**src/rtl/uart_cal_core.sv**
```systemverilog
// Calculator engine between the UART receiver and transmitter: assembles
// A/op/B byte frames, computes a 16-bit result and streams it out as bytes.
module uart_cal_core #(
  parameter int          TIMEOUT_CYC = 4096,
  parameter logic [7:0]  ERR_BYTE    = 8'hEE
) (
  input  logic       clk,
  input  logic       rst,
  input  logic [7:0] rx_data,
  input  logic       rx_valid,
  output logic [7:0] tx_data,
  output logic       tx_valid,
  input  logic       tx_ready,
  output logic       busy,
  output logic       frame_err,
  output logic       ovr
);

  typedef enum logic [2:0] {
    GET_A    = 3'd0,
    GET_OP   = 3'd1,
    GET_B    = 3'd2,
    CALC     = 3'd3,
    SEND_HI  = 3'd4,
    SEND_LO  = 3'd5,
    SEND_ERR = 3'd6
  } state_t;

  localparam int             CW    = (TIMEOUT_CYC > 1) ? $clog2(TIMEOUT_CYC + 1) : 1;
  localparam logic [CW-1:0]  LIMIT = CW'(TIMEOUT_CYC - 1);
  localparam logic           TO_EN = (TIMEOUT_CYC != 0);

  state_t        state_r;
  logic [7:0]    a_r;
  logic [7:0]    op_r;
  logic [7:0]    b_r;
  logic [15:0]   result_r;
  logic [CW-1:0] cnt_r;
  logic [15:0]   result_s;
  logic          timeout_s;

  function automatic logic op_valid(input logic [7:0] op);
    logic v;
    case (op)
      8'h2B, 8'h2D, 8'h2A, 8'h26, 8'h7C, 8'h5E: v = 1'b1;
      default:                                  v = 1'b0;
    endcase
    return v;
  endfunction

  // Subtraction is taken on 8 bits and sign-extended, so 5-7 gives 16'hFFFE.
  function automatic logic [15:0] calc(input logic [7:0] a, input logic [7:0] op,
                                       input logic [7:0] b);
    logic [15:0] r;
    logic [7:0]  d;
    d = a - b;
    case (op)
      8'h2B:   r = {8'h00, a} + {8'h00, b};
      8'h2D:   r = {{8{d[7]}}, d};
      8'h2A:   r = {8'h00, a} * {8'h00, b};
      8'h26:   r = {8'h00, a & b};
      8'h7C:   r = {8'h00, a | b};
      8'h5E:   r = {8'h00, a ^ b};
      default: r = 16'h0000;
    endcase
    return r;
  endfunction

  // Combinational result and timeout detection for the current frame.
  always_comb begin
    result_s  = calc(a_r, op_r, b_r);
    timeout_s = 1'b0;
    if (TO_EN && (cnt_r == LIMIT)) begin
      timeout_s = 1'b1;
    end else begin
      timeout_s = 1'b0;
    end
  end

  // Frame assembly, calculation and byte transmit sequencing.
  always_ff @(posedge clk or posedge rst) begin
    if (rst) begin
      state_r   <= GET_A;
      a_r       <= 8'h00;
      op_r      <= 8'h00;
      b_r       <= 8'h00;
      result_r  <= 16'h0000;
      cnt_r     <= '0;
      tx_data   <= 8'h00;
      tx_valid  <= 1'b0;
      busy      <= 1'b0;
      frame_err <= 1'b0;
      ovr       <= 1'b0;
    end else begin
      frame_err <= 1'b0;
      ovr       <= 1'b0;
      case (state_r)
        GET_A: begin
          cnt_r <= '0;
          if (rx_valid) begin
            a_r     <= rx_data;
            state_r <= GET_OP;
          end
        end
        GET_OP: begin
          if (rx_valid) begin
            op_r    <= rx_data;
            cnt_r   <= '0;
            state_r <= GET_B;
          end else if (timeout_s) begin
            frame_err <= 1'b1;
            cnt_r     <= '0;
            state_r   <= GET_A;
          end else begin
            cnt_r <= cnt_r + CW'(1);
          end
        end
        GET_B: begin
          // A byte arriving on the limit cycle takes priority over the timeout.
          if (rx_valid) begin
            b_r       <= rx_data;
            cnt_r     <= '0;
            busy      <= 1'b1;
            frame_err <= ~op_valid(op_r);
            state_r   <= CALC;
          end else if (timeout_s) begin
            frame_err <= 1'b1;
            cnt_r     <= '0;
            state_r   <= GET_A;
          end else begin
            cnt_r <= cnt_r + CW'(1);
          end
        end
        CALC: begin
          ovr      <= rx_valid;
          tx_valid <= 1'b1;
          if (op_valid(op_r)) begin
            result_r <= result_s;
            tx_data  <= result_s[15:8];
            state_r  <= SEND_HI;
          end else begin
            tx_data <= ERR_BYTE;
            state_r <= SEND_ERR;
          end
        end
        SEND_HI: begin
          ovr <= rx_valid;
          if (tx_valid && tx_ready) begin
            tx_data <= result_r[7:0];
            state_r <= SEND_LO;
          end
        end
        SEND_LO, SEND_ERR: begin
          ovr <= rx_valid;
          if (tx_valid && tx_ready) begin
            tx_valid <= 1'b0;
            busy     <= 1'b0;
            state_r  <= GET_A;
          end
        end
        default: begin
          state_r  <= GET_A;
          tx_valid <= 1'b0;
          busy     <= 1'b0;
        end
      endcase
    end
  end

endmodule

```
**config.mk**
```make
export PLATFORM = sky130hd
export DESIGN_NAME = uart_cal_core
export DESIGN_NICKNAME = d
export VERILOG_FILES = /design/src/rtl/uart_cal_core.sv
export SDC_FILE = /design/constraint.sdc
export NUM_CORES = 1
export LEC_CHECK = 0
export ABC_AREA = 1
export ABC_CLOCK_PERIOD_IN_PS = 5400
export BUFFER_PORTS_ARGS = -buffer_cell sky130_fd_sc_hd__buf_2
export CELL_PAD_IN_SITES_DETAIL_PLACEMENT = 1
export CELL_PAD_IN_SITES_GLOBAL_PLACEMENT = 1
export CORE_MARGIN = 5
export CORE_UTILIZATION = 47
export DETAILED_ROUTE_END_ITERATION = 7
export PLACE_DENSITY_LB_ADDON = 0.05
export SLEW_MARGIN = 20
export SYNTH_ARGS = -nofsm -noshare
export SYNTH_HDL_FRONTEND = slang
export SYNTH_SLANG_ARGS = --single-unit
export TNS_END_PERCENT = 100
```
**constraint.sdc**
```tcl
create_clock -name clk -period 5.4 [get_ports clk]
set_clock_uncertainty 0.2 [all_clocks]
set_input_delay 0.81 -clock clk [delete_from_list [all_inputs] [get_ports clk]]
set_output_delay 0.81 -clock clk [all_outputs]
set_load 0.01 [all_outputs]
```
# Yosys cells after proc, flatten, opt, wreduce, memory -nomap -nowiden
# Index checks and enable logic that the tools add are counted.
[totals] input_bits=12 mem_count=0 reg_bits=60 ram_bits=0 out_inout_bits=12 romBits=0 latchBits=0 elab_cells=85
[classes] bitwise_logic=6 eq_ne=17 n_reduce_logical=18 n_mux=29 order_cmp=0 div_mod_pow=0 add_sub_neg=3 n_mul=1 shifts=0
[op_table] operator="case mux 16 bit (6 select lines)" n=1
[op_table] operator="equality test 8 x 6 -> 1 bit, second input constant" n=4
[op_table] operator="two-way mux 13 bit" n=2
[op_table] operator="case mux 13 bit (2 select lines)" n=1
[op_table] operator="two-way mux 3 bit" n=6
[op_table] operator="case mux 3 bit (6 select lines)" n=1
[op_table] operator="equality test 8 x 7 -> 1 bit, second input constant" n=2
[op_table] operator="multiplier 8 x 8 -> 16 bit" n=1
[op_table] operator="two-way mux 8 bit" n=2
[op_table] operator="case mux 8 bit (2 select lines)" n=1
[op_table] operator="adder 13 x 1 -> 13 bit, second input constant" n=1
[op_table] operator="equality test 13 x 12 -> 1 bit, second input constant" n=1
[op_table] operator="AND reduction 2 bit" n=6
[op_table] operator="OR reduction 4 bit" n=3
[op_table] operator="two-way mux 1 bit" n=11
[op_table] operator="adder 8 x 8 -> 9 bit" n=1
[op_table] operator="equality test 3 bit, second input constant" n=3
[op_table] operator="AND 8 bit" n=1
[op_table] operator="!= test 2 bit, second input constant" n=4
[op_table] operator="bitwise OR 8 bit" n=1
[op_table] operator="subtractor 8 bit" n=1
[op_table] operator="bitwise XOR 8 bit" n=1
[op_table] operator="equality test 3 x 2 -> 1 bit, second input constant" n=2
[op_table] operator="case mux 1 bit (3 select lines)" n=2
[op_table] operator="10 further kinds" n=15

# Logic depth before layout (Yosys ltp)
[logic_depth] word_depth=8 mapped_depth=24 depth_no_buf=23

# Worst setup path after synthesis
# No wires, ideal clock.
[synth_timing] path_type="flip-flop to flip-flop" startpoint="register a_r[1]" endpoint="register tx_data[3]" period_less_slack_ns=4.366 setup_slack_ns=1.034 path_stages_with_launch=20 arrival_ns=4.049 setup_time_ns=0.116 path_cell_list="dfrtp_1 > clkbuf_1 > nand2_1 > fa_1 > fa_1 > inv_1 > fa_1 > inv_1 > fa_1 > inv_1 > ha_1 > nand2_1 > nor2_1 > nand2_1 > nand2_1 > or2_2 > nand3_1 > nand2_1 > nand2_1 > nand2_1"
[synth_via] elab_chain_len=4 word_cells_on_any_way=5
[synth_rtl] element="start, declared" line_no="34" text="logic [7:0] a_r;"
[synth_rtl] element="start signal, assigned" line_no="101" text="a_r <= rx_data;"
[synth_rtl] element="multiplier 8 x 8 -> 16 bit or subtractor 8 bit (tied branches)" line_no="60, 56"
[synth_rtl] element="case mux 16 bit (6 select lines) (*)" line_no="57" text="case (op)"
[synth_rtl] element="two-way mux 8 bit (*)" line_no="137" text="if (op_valid(op_r)) begin"
[synth_rtl] element="case mux 8 bit (2 select lines) (*)" line_no="97" text="case (state_r)"
[synth_rtl] element="end signal, assigned" line_no="139" text="tx_data <= result_s[15:8];"
[synth_rtl] element="end signal, assigned" line_no="149" text="tx_data <= result_r[7:0];"
[synth_rtl] element="end, declared" line_no="11" text="output logic [7:0] tx_data,"
# Every way passes the cells marked *; elsewhere a longest branch is shown, timed or not.
# A chain may end at the register's enable or synchronous reset.

# Worst setup path after layout
[layout_timing] startpoint="register a_r[4]" endpoint="register tx_data[3]"
# Same word-level chain as after synthesis.

==> impl_results.md <==
- Largest area contributor in the synthesized netlist: dfrtp_1
- Peak Freq: 0.208 GHz
- CTS sink cnt: 60
- Vias: 5789
- Endpoint class of the critical path: flip-flop
- Final Critical Period: 4.80 ns
- Die extent in x: 127 um
- CP bufs+invs: 2
- Mean Syn Cell Area: 7.04 um2
- Synth top area share: 23.5%
- Die Height: 127 um
- Root Buffer: clkbuf_16
- DR iter-0 viols: 308
- Inserted Diodes: 0
- Post-CTS Setup Inserts: 0
- Share of layout cells above drive strength 1: 9.74%
- Number of remaining DRC errors: 0
- Clock-pin slew on the worst setup and hold paths: 0.06 ns
- First-pass detailed-route iteration total: 4
- Required time of the critical path: 5.43 ns
- DP Wirelength: 15200 um
- Count leader, synth: nand2_1
- WL per Instance: 17.4 um
- Area of the multi-input gates: 4030 um2
- Cells after Synth: 906
- Post-synth ARST share: 100%
- Rel. slew slack: 48.3%
- CP Data Arrival Time: 4.83 ns
- Top FF cell, synth: dfrtp_1
- Most frequent CP cell: nand2_1
- CP Max Fanout: 11
- Flop and latch count out of synthesis: 60
- Warnings from Yosys: 0
- Rows: 42
- Synth unique cells: 42
- Worst path top cell family by delay: adder cells
- Area delta synth->final: 8.53%
- Final Hold Viols: 0
- Core ar.: 13300 um2
- Post-cts sizing count: 0
- Die area: 16000 um2
- Clock latency on the worst-skew pair: 0.35 ns
- CP max stage cell: fa_1
- Vias per Instance: 5.26
- VDD IR-drop max: 0.305 mV
- Final setup fails: 0
- Post-placement cell area: 6630 um2
- Final period util: 88.9%
- Clk buf depth: 2
- Fillers: 1787
- TritonCTS clock tree: yes
- CP Cell Sequence: ha_1 -> fa_1 -> fa_1 -> fa_1 -> inv_1 -> fa_1 -> inv_1 -> ha_1 -> nand2_1 -> nand2_1 -> nand2_1 -> and2_1 -> nand2_1 -> or2_2 -> nand3_1 -> nand2_1 -> nand2_1 -> nand2_1
- HP Class: reg2reg
- Static Leak: 4.02 nW
- H-tree depth: 3
- CTS Buf Count: 9
- Synth cell count leaders: nand2_1 (258), inv_1 (182), dfrtp_1 (60), ha_1 (60), nand3_1 (58)
- Max-cap violations: 0
- Remaining Overflow, GRT: 0
- Largest net degree at the start of global routing: 61
- Initial antenna violation count: 0
- PD cells: 645 nW/um2
- Post-synthesis instance area: 6380 um2
- Worst-margin pin slew: 0.775 ns
- Vias in the first global route: 6448
- Status: finished, final reports clean
- Hold Buf Count CTS: 0
- Setup CP Type: reg2reg
- Syn nets: 1016
- Post-layout net count: 1029
- CP max stage delay: 0.59 ns
- Post-layout instance area: 6930 um2
- Tot GR Track Use: 25.3%
- Initial core utilization: 48.0%
- Num ports: 24
- Crit path launch type: flip-flop
- Slew Limit Fails: 0
- First-pass GRT wire length: 32300 um
- Total wire length: 19200 um
- Storage element area: 1500 um2
- DRT antenna net count: 0
- Setup_tns: 0 ns
- Sequential fraction of the synthesis area: 23.5%
- Routability cong.: 0.937
- PortBufs: 23
- EDFF count, synth: 0
- Top area cells in the synthesized netlist: dfrtp_1 (24%), nand2_1 (15%), fa_1 (12%)
- Unrepaired setup endpoints after global routing: false
[metrics by stage]
stage / setup WS [ns] / util (%) / hold WS, ns / std cells / total power [mW]
global route: 0.371 / 52.1 / 0.293 / 1100 / 4.99
finish: 0.602 / 52.1 / 0.271 / 1100 / 4.47
floorplan: 1.03 / - / 0.249 / 906 / 3.04
detailed placement: 0.606 / 49.9 / 0.260 / 1084 / 3.87
CTS: 0.605 / 52.1 / 0.277 / 1100 / 4.49
global placement: 0.779 / 49.9 / 0.256 / 1084 / 3.70
[logic make-up (layout without fill, tap and decap cells)]
group / after synthesis / after routing / share of synthesized area (%)
AO/OA/AOI/OAI: 93 / 93 / 8.02
XOR/XNOR: 10 / 10 / 1.37
adder cells (fa/ha/maj): 98 / 98 / 23.7
buffers and inverters: 219 / 237 / 13.3
flip-flops: 60 / 60 / 23.5
AND/OR/NAND/NOR: 426 / 426 / 30.1
[worst min-delay path, delay by kind of cell, from the launching register on]
| family | cells | cell delay [ns] |
|---|---|---|
| flip-flops | 1 | 0.34 |
| AND/OR/NAND/NOR | 2 | 0.10 |
[layout by cell type, fill, tap and decap left out, types with 9 or more instances in the layout]
cell	Yosys	routed
a21oi_1	26	26
buf_2	3	23
clkbuf_16	0	9
dfrtp_1	60	60
fa_1	38	38
ha_1	60	60
inv_1	182	181
inv_2	11	12
nand2_1	258	258
nand3_1	58	58
nand4_1	14	14
nor2_1	50	50
nor2_2	9	9
o21ai_0	30	30
o21ai_1	15	15
o22ai_1	9	9
[registers in the layout, indices dropped and copies added, names as in the netlist]
register	flops
frame_err	1
busy	1
ovr	1
tx_valid	1
a_r	8
state_r	3
result_r	8
cnt_r	13
b_r	8
op_r	8
tx_data	8
[layer usage]
metal,vias up,GRT usage (%),part of all wire [%]
li1,2805,-,-
met1,2852,30.8,42
met2,101,45.0,51
met3,31,4.12,4.5
met4,0,9.53,2.7
met5,-,0,0
[path summary, 6_finish.rpt]
| kind | start | to | slack [ns] | cells after the start |
|---|---|---|---|---|
| setup / recovery | a_r[4] | tx_data[3] | 0.60 | 18 |
| max in group asynchronous | rst | tx_data[3] | 4.00 | 3 |
| hold reg to reg | tx_data[5] | tx_data[5] | 0.27 | 2 |
| setup reg to reg | a_r[4] | tx_data[3] | 0.60 | 18 |
| hold / removal | tx_data[5] | tx_data[5] | 0.27 | 2 |
| min in group asynchronous | rst | op_r[3] | 0.50 | 3 |
[report_power, final]
part	total, mW	switching, mW	internal (mW)
clock	0.585	0.216	0.369
sequential	0.892	0.300	0.592
combinational	2.99	1.94	1.05
total	4.47	2.45	2.01
[layout make-up]
class                           instances  share of cell area [%]
Clock buffer                           12                    3.56
Clock inverter                          4                   0.704
Inverter                              196                    10.8
Multi-Input combinational cell        627                    58.2
Sequential cell                        60                    21.7
Tap cell                              176                    3.18
Timing Repair Buffer                   25                    1.88
Note: power is estimated with default switching activity, not from simulation.
